<file path="config.mk">
export PLATFORM = sky130hd
export DESIGN_NAME = fifo_burst_reader
export DESIGN_NICKNAME = d
export VERILOG_FILES = /design/src/rtl/dd_pkg.sv /design/src/rtl/burst_counter.sv /design/src/rtl/fifo_burst_reader.sv
export SDC_FILE = /design/constraint.sdc
export NUM_CORES = 1
export LEC_CHECK = 0
export BUFFER_PORTS_ARGS = -buffer_cell sky130_fd_sc_hd__buf_2
export CAP_MARGIN = 20
export CELL_PAD_IN_SITES_DETAIL_PLACEMENT = 0
export CELL_PAD_IN_SITES_GLOBAL_PLACEMENT = 2
export CORE_MARGIN = 3
export CORE_UTILIZATION = 32
export CTS_BUF_LIST = sky130_fd_sc_hd__clkbuf_8
export DETAILED_ROUTE_END_ITERATION = 16
export PLACE_DENSITY = 0.86
export SYNTH_ARGS = -nofsm -noshare
export SYNTH_HDL_FRONTEND = slang
export SYNTH_HIERARCHICAL = 1
export SYNTH_SLANG_ARGS = --single-unit
</file>
<file path="constraint.sdc">
create_clock -name outputClock -period 2.2 [get_ports outputClock]
set_clock_uncertainty 0.05 [all_clocks]
set_input_delay 0.11 -clock outputClock [delete_from_list [all_inputs] [get_ports outputClock]]
set_output_delay 0.11 -clock outputClock [all_outputs]
set_load 0.03 [all_outputs]
</file>
<file path="src/rtl/dd_pkg.sv">
// Shared definitions for the sample read path: widths, burst size and reader FSM states.
package dd_pkg;

   localparam int unsigned SAMPLE_WIDTH    = 10;
   localparam int unsigned HOST_WIDTH      = 16;
   localparam int unsigned FIFO_HALF_LEVEL = 8192;

   typedef enum logic [1:0] {
      StIdle,
      StBurst,
      StEnd
   } state_e;

endpackage

</file>
<file path="src/rtl/burst_counter.sv">
// Counts pops within one burst and flags the terminal count.
module burst_counter #(
   parameter int unsigned COUNT_WIDTH = 14,
   parameter int unsigned BURST_WORDS = 8192
) (
   input  logic                   clk_i,
   input  logic                   rst_i,
   input  logic                   clr_i,
   input  logic                   inc_i,
   output logic [COUNT_WIDTH-1:0] count_o,
   output logic                   last_o
);

   localparam logic [COUNT_WIDTH-1:0] LastCount = COUNT_WIDTH'(BURST_WORDS - 1);

   logic [COUNT_WIDTH-1:0] count_q, count_d;

   // Clear on burst start, otherwise advance once per pop.
   always_comb begin
      count_d = count_q;
      if (clr_i) begin
         count_d = '0;
      end else if (inc_i) begin
         count_d = count_q + COUNT_WIDTH'(1);
      end
   end

   // Counter register with synchronous reset.
   always_ff @(posedge clk_i) begin
      if (rst_i) begin
         count_q <= '0;
      end else begin
         count_q <= count_d;
      end
   end

   // The terminal compare is taken before the increment, so the counter never wraps.
   assign count_o = count_q;
   assign last_o  = (count_q == LastCount);

endmodule

</file>
<file path="src/rtl/fifo_burst_reader.sv">
// Drains the sample FIFO in fixed-length bursts towards the host write logic.
module fifo_burst_reader
   import dd_pkg::*;
#(
   parameter int unsigned DATA_WIDTH  = SAMPLE_WIDTH,
   parameter int unsigned OUT_WIDTH   = HOST_WIDTH,
   parameter int unsigned BURST_WORDS = FIFO_HALF_LEVEL,
   parameter int unsigned COUNT_WIDTH = 14
) (
   input  logic                  outputClock,
   input  logic                  reset,
   input  logic [DATA_WIDTH-1:0] fifoData,
   input  logic                  fifoEmpty,
   input  logic                  fifoAlmostEmpty,
   input  logic                  fifoHalfFull,
   input  logic                  fifoFull,
   output logic                  fifoAck,
   input  logic                  hostReady,
   output logic [OUT_WIDTH-1:0]  dataOut,
   output logic                  dataValid,
   output logic                  burstEnd,
   output logic                  overflow
);

   state_e                 state_q, state_d;
   logic [OUT_WIDTH-1:0]   data_q, data_d;
   logic                   valid_q, valid_d;
   logic                   end_q, end_d;
   logic                   overflow_q, overflow_d;
   logic                   pop;
   logic                   cnt_clr;
   logic                   cnt_last;
   logic [COUNT_WIDTH-1:0] cnt_value;

   burst_counter #(
      .COUNT_WIDTH (COUNT_WIDTH),
      .BURST_WORDS (BURST_WORDS)
   ) u_burst_counter (
      .clk_i   (outputClock),
      .rst_i   (reset),
      .clr_i   (cnt_clr),
      .inc_i   (pop),
      .count_o (cnt_value),
      .last_o  (cnt_last)
   );

   // Next state, pop request and registered output values.
   always_comb begin
      state_d    = state_q;
      data_d     = data_q;
      valid_d    = 1'b0;
      end_d      = 1'b0;
      pop        = 1'b0;
      cnt_clr    = 1'b0;
      overflow_d = overflow_q | fifoFull;
      unique case (state_q)
         StIdle: begin
            if (fifoHalfFull && hostReady) begin
               state_d = StBurst;
               cnt_clr = 1'b1;
            end
         end
         StBurst: begin
            // Almost-empty absorbs the flag latency; the empty term is only a backstop.
            pop = hostReady && !fifoAlmostEmpty && !fifoEmpty;
            if (pop) begin
               data_d  = {{(OUT_WIDTH - DATA_WIDTH){1'b0}}, fifoData};
               valid_d = 1'b1;
               if (cnt_last) begin
                  state_d = StEnd;
                  end_d   = 1'b1;
               end
            end
         end
         StEnd: begin
            state_d = StIdle;
         end
         default: begin
            state_d = StIdle;
         end
      endcase
   end

   // State and output registers; reset abandons any burst in flight.
   always_ff @(posedge outputClock) begin
      if (reset) begin
         state_q    <= StIdle;
         data_q     <= '0;
         valid_q    <= 1'b0;
         end_q      <= 1'b0;
         overflow_q <= 1'b0;
      end else begin
         state_q    <= state_d;
         data_q     <= data_d;
         valid_q    <= valid_d;
         end_q      <= end_d;
         overflow_q <= overflow_d;
      end
   end

   assign fifoAck   = pop;
   assign dataOut   = data_q;
   assign dataValid = valid_q;
   assign burstEnd  = end_q;
   assign overflow  = overflow_q;

   // Count value is only needed for the terminal compare inside the counter.
   logic unused_cnt;
   assign unused_cnt = ^cnt_value;

endmodule
</file>
==> results of run 1 <==
[kinds of logic after synthesis]
kind of cell | count (synthesis) | share of synthesized area
adder cells (fa/ha/maj) | 1 | 0.00911
AO/OA/AOI/OAI | 12 | 0.0556
flip-flops | 29 | 0.423
buffers and inverters | 16 | 0.0665
other | 1 | 0.00273
multiplexers | 15 | 0.109
AND/OR/NAND/NOR | 67 | 0.308
XOR/XNOR | 4 | 0.0255
[final cells by class]
class / instances / area [um^2]
fillers: 398 / 2380
multi-input cells: 105 / 719
flip-flops and latches: 29 / 581
repair buffers: 33 / 175
clock buffers: 6 / 82.6
well taps: 50 / 62.6
clock inverters: 2 / 33.8
inverters: 5 / 18.8
[layer usage]
metal / track usage / share of wire / up-vias
met4: 0.0564 / 0.015 / 0
li1: - / - / 560
met3: 0.0365 / 0.056 / 4
met2: 0.171 / 0.46 / 32
met1: 0.144 / 0.47 / 495
met5: 0 / 0 / -
[synth_stat cells, types with 2 or more instances]
master | number | area (um^2)
a21oi_1 | 5 | 25.0
nand2b_1 | 20 | 125
xor2_1 | 2 | 17.5
nand2_1 | 10 | 37.5
nand3_1 | 3 | 15.0
nor4_1 | 3 | 18.8
or3_1 | 4 | 25.0
and2_1 | 3 | 18.8
nor2_1 | 7 | 26.3
inv_1 | 5 | 18.8
clkbuf_1 | 3 | 11.3
xnor2_1 | 2 | 17.5
and4_1 | 3 | 26.3
buf_4 | 6 | 45.0
mux2i_1 | 15 | 150
o31ai_1 | 4 | 30.0
or4_1 | 3 | 22.5
nand4_1 | 2 | 12.5
dfxtp_1 | 29 | 581
[power breakdown]
part	leakage, nW	total, mW	internal, mW	switching, mW
Combinational	0.356	0.0854	0.0330	0.0524
Clock	0.0626	0.561	0.364	0.197
Sequential	0.234	0.533	0.530	0.00274
[path summary, 6_finish.rpt]
| check | start | endpoint | slack [ns] | cells past startpoint |
|---|---|---|---|---|
| setup reg to reg | u_burst_counter/count_o[0] | state_q[0] | 0.49 | 5 |
| hold reg to reg | u_burst_counter/count_o[13] | u_burst_counter/count_o[13] | 0.42 | 2 |
| hold / removal | fifoData[5] | dataOut[5] | 0.04 | 3 |
| setup / recovery | u_burst_counter/count_o[0] | state_q[0] | 0.49 | 5 |
[tightest hold or removal path: cells and delay by family]
kind | cells | cell delay (ns)
buf+inv | 1 | 0.10
mux | 1 | 0.06
simple gates | 1 | 0.06
[per-stage QoR]
stage	area, um^2	utilization	hold WS (ns)	setup WS (ns)
after floorplan	1390	-	0.141	0.293
after global placement	1550	0.381	0.269	0.491
after detailed placement	1550	0.381	0.276	0.461
after CTS	1670	0.412	0.0306	0.499
after global routing	1670	0.412	0.0396	0.361
final	1670	0.412	0.0382	0.491
[flip-flops by register name (all words and copies together), names as in the netlist]
signal,cells
u_burst_counter/count_o,14
dataOut,10
state_q,2
burstEnd,1
dataValid,1
overflow,1
[what timing repair did]
item | 4_1_cts | 5_1_grt
gates resized for setup | 0 | 0
hold endpoints to repair | 1 | 0
hold buffers | 1 | 0
[cells in the final DEF (no fill, tap or decap), types with 2 or more instances in the layout]
master	instances
buf_2	30
dfxtp_1	29
nand2b_1	20
mux2i_1	15
nand2_1	10
nor2_1	7
inv_1	6
conb_1	6
clkbuf_8	6
a21oi_1	5
or3_1	4
o31ai_1	4
and2_1	3
nor4_1	3
nand3_1	3
or4_1	3
and4_1	3
buf_4	2
nand4_1	2
xor2_1	2
xnor2_1	2
==> metrics, run 1 <==
final net count=197; Post-synth ARST share=0; vias in the first global route=1043; crit-path cells=ha_1 > nand4b_1 > nor4_1 > inv_1 > o31a_1; Mapped Area=0.00137 mm^2; initial cell density of the core=0.338; Final period util=0.777; register area share after synthesis=0.423; synthesized flop and latch total=29; I/O pin count=37; placer congestion estimate=0.735; Crit path max-delay family=simple AND/OR/NAND/NOR gates; clk buf depth=2; Worst Path Buf+Inv=1; Slew @ Worst Pin=0.504 ns; Clk Latency, worst-skew pair=0.28 ns; CP required=2.32 ns; CP Launch Type=register; CP Class=register to register; total negative slack=0 ns; H-tree levels=2; HPWL Detailed=2040 um; pwr/cell area=705 mW/mm^2; # port buffers=30; Cells after Synth=145; n_diodes=0; Worst path max stage delay=0.41 ns; placed cell count=221; Unique masters post-synth=35; root buf cell=clkbuf_8; share of cells above drive strength 1=0.250; die area=0.00511 mm^2; Power Total=1.18 mW; core area=0.00406 mm^2; max-cap violations=0; Slew HR=0.661; Num Clock Sinks=29; CTS tree=done; crit end category=register; die height=71.5 um; mean post-synth cell area=9.47 um^2; endpoints failing hold=0; initial antenna violation count=0; status=completed; HP Class=primary input to register; clock-pin slew on the worst setup and hold paths=0.06 ns; synthesis-to-layout area growth=21.9%; Via Count=1091; largest net degree at the start of global routing=29; final setup fails=0; crit path time final=1.71 ns; Worst Path Max Fanout=5; Std-Cell Rows=23; fin cells=230; WP data arrival=1.83 ns; FMAX=585 MHz; final wirelength=2790 um; drt pass-1 iters=4; gr ovfl total=0; Synth Flop Type=dfxtp_1; crit path max-delay cell type=dfxtp_1; die width=71.5 um; residual DRC count=0; Num CTS Buffers=5; Setup Buffers After CTS=0; via density per instance=4.74; DRT iter0 DRCs=72; first-pass GRT wire length=4580 um; total number of yosys warnings=6; DR WL/cell=12.1 um; final antenna-violating net count=0; P_leak=0.653 nW; aggregate global-route resource usage=0.113; Post-synth EDFFs=0; Slew Viols, Final=0; worst vdd ir=262 uV; RSZ-0062 raised after global routing=no
(Power assumes the default switching activity.)
==> inputs of run 2 (changes only) <==
- CORE_UTILIZATION: 32 -> 29
- PLACE_DENSITY: 0.86 -> 0.82
- clock period: 2.2 -> 1.4 ns (I/O delays scaled with it)
==> run 2 against run 1 <==
Compared with the run above: the flow now finishes with violations (negative setup slack); critical endpoint is now u_burst_counter/count_o[13]; non-clock buffer count increased by 37; flip-flop and latch count unchanged; fmax increased by 10%; die area increased by 9.5%; sequential share of layout area decreased by 6.9 points; highest routed layer unchanged; largest cell class unchanged; register-to-register slack got worse by 0.64 ns; cell count increased by 17%; via count increased by 19%.
==> metrics, run 2 (synthesized netlist as in run 1, its figures left out) <==
final setup fails=18 (+18); Clk Latency, worst-skew pair=0.29 ns (about the same); crit path max-delay cell type=dfxtp_2; total negative slack=-1.37 ns (-1.37 ns); setup ws final=-0.147 ns (-0.638 ns); fin cells=269 (+17%); Reg power frac=0.502 (+0.050); Slew Viols, Final=0 (unchanged); violated checks=negative setup slack; share of cells above drive strength 1=0.479 (+0.229); final wirelength=3610 um (+29%); placed cell count=244 (+10%); pwr/cell area=787 mW/mm^2 (+12%); CP Launch Type=register; CTS tree=done; endpoints failing hold=0 (unchanged); gr ovfl total=0 (unchanged); initial cell density of the core=0.307 (-0.0315); residual DRC count=0 (unchanged); root buf cell=clkbuf_8; final antenna-violating net count=0 (unchanged); clock-pin slew on the worst setup and hold paths=0.07 ns (about the same); aggregate global-route resource usage=0.126 (+0.0130); RSZ-0062 raised after global routing=yes; via density per instance=4.81 (+1.5%); HP Class=primary input to register; placed cell area=0.00172 mm^2 (+11%); Worst Path Buf+Inv=2 (+1); clock power share=0.396 (-0.080); synthesis-to-layout area growth=54.6%; core area=0.00447 mm^2 (+10%); Internal Power=1.25 mW (+34%); Via Count=1295 (+19%); drt pass-1 iters=4 (unchanged); sw frac=0.253 (+0.0394); DRT iter0 DRCs=74 (+2.8%); initial antenna violation count=0 (unchanged); crit-path cells=inv_2 > nor3_4 > buf_6 > and4_4 > and4bb_1 > mux2i_1; H-tree levels=2 (unchanged); first-pass GRT wire length=5320 um (+16%); I/O pin count=37 (unchanged); Num CTS Buffers=5 (unchanged); Num Clock Sinks=29 (unchanged); WP data arrival=1.72 ns (-0.11 ns); Largest register FFs=14 (unchanged); commonest non-fill, non-tap cell in the layout=buf_2; status=finished, violations left; worst vdd ir=445 uV (+70%); final instance area=0.00212 mm^2 (+27%); combinational power share=0.102 (+0.030); placer congestion estimate=0.852 (+16%); HPWL Detailed=2440 um (+20%); CP Class=register to register; Power Total=1.67 mW (+42%); vias in the first global route=1147 (+10%); Worst Path Max Fanout=3 (-2); CP required=1.57 ns (-0.75 ns); Final period util=1.11 (+0.328); switching power=0.423 mW (+68%); # port buffers=30 (unchanged); crit path time final=1.55 ns (-0.162 ns); Std-Cell Rows=24 (+4.3%); max-cap violations=0 (unchanged); most frequent cells in the layout=buf_2, buf_4, dfxtp_1; final net count=234 (+19%); Worst path max stage delay=0.33 ns (-0.08 ns); FMAX=646 MHz (+10%); DR WL/cell=13.4 um (+11%); die width=74.8 um (+4.6%); Crit path max-delay family=simple AND/OR/NAND/NOR gates; largest net degree at the start of global routing=29 (unchanged); crit end category=register; clk buf depth=2 (unchanged); die area=0.00559 mm^2 (+9.5%); P_leak=0.906 nW (+39%); die height=74.8 um (+4.6%); n_diodes=0 (unchanged)
## run 2: changes by cell type in the layout (fill, tap and decap cells not counted), sizes merged
cell	change
bufinv	-1
clkinv	+2
dlygate4sd3	+5
clkbuf	-1
buf	+32
## run 2: final timing paths
kind / from / to / slack (ns) / cells past startpoint
hold reg to reg: dataOut[7] / dataOut[7] / 0.43 / 2
setup reg to reg: state_q[0] / u_burst_counter/count_o[13] / -0.15 / 6
setup / recovery: state_q[0] / u_burst_counter/count_o[13] / -0.15 / 6
hold / removal: fifoData[9] / dataOut[9] / 0.01 / 3
## run 2: what timing repair did
item | 4_1_cts | 5_1_grt
hold buffers | 6 | 0
hold endpoints to repair | 6 | 0
setup endpoints to repair | 15 | 18
pin swaps | 9 | 14
gates cloned | 0 | 0
resized for setup | 15 | 31
buffers inserted | 8 | 5
## run 2: routing by layer
metal / wire length (um) / vias to the layer above / global-route usage / part of all wire
met4: 77 / 0 / 0.0652 / 0.021
met2: 1740 / 36 / 0.195 / 0.48
met1: 1660 / 616 / 0.164 / 0.46
met3: 131 / 8 / 0.0280 / 0.036
li1: - / 635 / - / -
met5: 0 / - / 0 / 0
## run 2: power by group through the flow
stage          logic, mW  clock network (mW)  registers (mW)
5_1_grt            0.184               0.708           0.839
3_5_place_dp       0.143                   0           0.856
3_3_place_gp       0.139                   0           0.856
2_1_floorplan     0.0920                   0           0.868
4_1_cts            0.162               0.687           0.838
6_report           0.170               0.662           0.839
## run 2: through the flow
stage | hold WS (ns) | util | setup slack (ns)
3_5_place_dp | 0.243 | 0.385 | -0.279
4_1_cts | 0.00235 | 0.441 | -0.116
3_3_place_gp | 0.228 | 0.385 | -0.235
5_1_grt | 0.0185 | 0.474 | -0.229
6_report | 0.0115 | 0.474 | -0.147
2_1_floorplan | 0.101 | - | -0.358
## run 2: worst reg2reg max path, cell delays in order, from the launching register on
cell and delay (ns):
dfxtp_2 0.33, inv_2 0.05, nor3_4 0.27, buf_6 0.16
and4_4 0.21, and4bb_1 0.23, mux2i_1 0.19
## run 2: cell type report
| class | count | area (um^2) |
|---|---|---|
| Fill cell | 415 | 2350 |
| Multi-Input combinational cell | 105 | 861 |
| Sequential cell | 29 | 589 |
| Timing Repair Buffer | 70 | 505 |
| Clock buffer | 5 | 68.8 |
| Tap cell | 52 | 65.1 |
| Inverter | 5 | 18.8 |
| Clock inverter | 3 | 13.8 |
==> inputs of run 3 (changes only) <==
- SETUP_SLACK_MARGIN: default -> 0.5
==> run 3 against run 2 <==
Compared with the run above: the flow finishes with violations (negative hold slack, negative setup slack); setup slack improved by 0.029 ns; flip-flop and latch count unchanged; power rose by 18%; critical endpoint unchanged; first-iteration DRC count increased by 16%; die area stayed put; combinational power up 24%; wire length grew 10%; fmax rose by 1.9%.
==> metrics, run 3 (synthesized netlist as in run 1, its figures left out) <==
status=finished, violations left; violated checks=negative hold slack, negative setup slack; crit end category=register; dpl ws=-0.257 ns (+0.0224 ns); drt pass-1 iters=5 (+1); Final period util=1.08 (-0.0211); die height=74.8 um (unchanged); CP required=1.56 ns (about the same); Worst path max stage delay=0.36 ns (+0.03 ns); core area=0.00447 mm^2 (unchanged); initial antenna violation count=0 (unchanged); via density per instance=4.89 (+1.7%); final antenna-violating net count=0 (unchanged); Num CTS Buffers=5 (unchanged); residual DRC count=0 (unchanged); die width=74.8 um (unchanged); Hold WS=-0.0000553 ns (-0.0116 ns); die area=0.00559 mm^2 (unchanged); final net count=241 (+3.0%); Crit path max-delay family=simple AND/OR/NAND/NOR gates; Sequential cell area=604 um^2 (+2.5%); HP Class=primary input to register; root buf cell=clkbuf_8; largest net degree at the start of global routing=30 (+3.4%); pwr/cell area=822 mW/mm^2 (+4.5%); P_leak=0.972 nW (+7.2%); I/O pin count=37 (unchanged); vias in the first global route=1322 (+15%); Largest register FFs=14 (unchanged); RSZ-0062 raised after global routing=yes; max-cap violations=0 (unchanged); share of cells above drive strength 1=0.545 (+0.0654); HPWL Detailed=2390 um (-2.3%); clk buf depth=2 (unchanged); CP Class=register to register; commonest non-fill, non-tap cell in the layout=buf_4; # port buffers=30 (unchanged); WP data arrival=1.68 ns (-0.04 ns); n_diodes=0 (unchanged); initial cell density of the core=0.307 (unchanged); R2R Setup Slk=-0.12 ns (+0.03 ns); first-pass GRT wire length=5990 um (+13%); Std-Cell Rows=24 (unchanged); met3 wire len=192 um (+47%); Worst Path Buf+Inv=2 (unchanged); H-tree levels=2 (unchanged); crit path max-delay cell type=dfxtp_2; FMAX=659 MHz (+1.9%); endpoints failing hold=1 (+1); Routed met2 length=2100 um (+21%); gr ovfl total=0 (unchanged); synthesis-to-layout area growth=74.1%; CTS tree=done; final setup fails=9 (-9); DR WL/cell=14.4 um (+7.5%); Clk Latency, worst-skew pair=0.29 ns (about the same); Worst Path Max Fanout=3 (unchanged); DRT iter0 DRCs=86 (+16%); crit-path cells=inv_4 > nor3_4 > buf_6 > and4_4 > and4bb_1 > mux2i_1; most frequent cells in the layout=buf_4, buf_6, nand2b_1; final wirelength=3980 um (+10%); clock-pin slew on the worst setup and hold paths=0.06 ns (about the same); CP Launch Type=register; Num Clock Sinks=29 (unchanged); worst vdd ir=335 uV (-25%); aggregate global-route resource usage=0.144 (+0.0176); Fillers=366 (-12%); max layer used=met4; Layout Utilization=0.534 (+0.0598); Slew Viols, Final=0 (unchanged); Multi-input gate area=907 um^2 (+5.4%); crit path time final=1.52 ns (-0.0295 ns); DRT met1 WL=1610 um (-2.8%); setup ws final=-0.118 ns (+0.0295 ns); Via Count=1351 (+4.3%); placer congestion estimate=0.871 (+2.3%)
[run 3: changes by cell type in the layout (fill, tap and decap cells not counted), sizes merged]
cell / delta
dlygate4sd3: +2
buf: +4
bufinv: +1
clkinv: -2
clkbuf: +1
or2: +1
[run 3: worst paths after layout]
kind,startpoint,to,cells after the start
worst max register to register,state_q[0],u_burst_counter/count_o[13],6
worst max-delay path,state_q[0],u_burst_counter/count_o[13],6
worst min-delay path,fifoData[2],dataOut[2],3
worst min register to register,u_burst_counter/count_o[11],u_burst_counter/count_o[11],2
[run 3: area by class of cell]
cell class | count | share of cell area
multi-input cells | 106 | 0.380
inverters | 5 | 0.00890
well taps | 52 | 0.0272
clock inverters | 2 | 0.0141
flip-flops and latches | 29 | 0.253
repair buffers | 76 | 0.283
clock buffers | 6 | 0.0346
[run 3: worst register-to-register path, cell delays in order (launching register included)]
cell	delay, ns
dfxtp_2	0.36
inv_4	0.04
nor3_4	0.19
buf_6	0.15
and4_4	0.23
and4bb_1	0.22
mux2i_1	0.20
[run 3: timing repair]
action	in CTS	in global routing
hold buffers	8	0
pin swaps	13	13
gates cloned	1	0
setup endpoints to repair	41	36
hold endpoints to repair	8	0
setup buffers	10	4
gates resized for setup	65	30
[run 3: metrics by stage]
stage / hold slack [ns] / cell area, um^2 / power [mW] / cells / setup TNS (ns)
global placement: 0.229 / 1750 / 0.991 / 245 / -2.41
detailed placement: 0.255 / 1750 / 0.997 / 245 / -3.29
global route: 0.0111 / 2390 / 2.03 / 276 / -1.50
finish: -0.0000553 / 2390 / 1.97 / 276 / -0.655
floorplan: 0.101 / 1430 / 0.961 / 150 / -2.72
CTS: 0.00107 / 2240 / 1.96 / 272 / -0.640
[run 3: layer usage]
| metal | GRT usage | up-vias |
|---|---|---|
| met5 | 0 | - |
| met4 | 0.0751 | 0 |
| met3 | 0.0467 | 9 |
| met2 | 0.241 | 46 |
| met1 | 0.162 | 649 |
| li1 | - | 647 |
[run 3: power breakdown]
group | internal, mW | total (mW) | switching (mW) | leakage, nW
sequential | 0.835 | 0.842 | 0.00701 | 0.243
combinational | 0.104 | 0.210 | 0.106 | 0.666
clock | 0.572 | 0.914 | 0.341 | 0.0626
total | 1.51 | 1.97 | 0.454 | 0.972
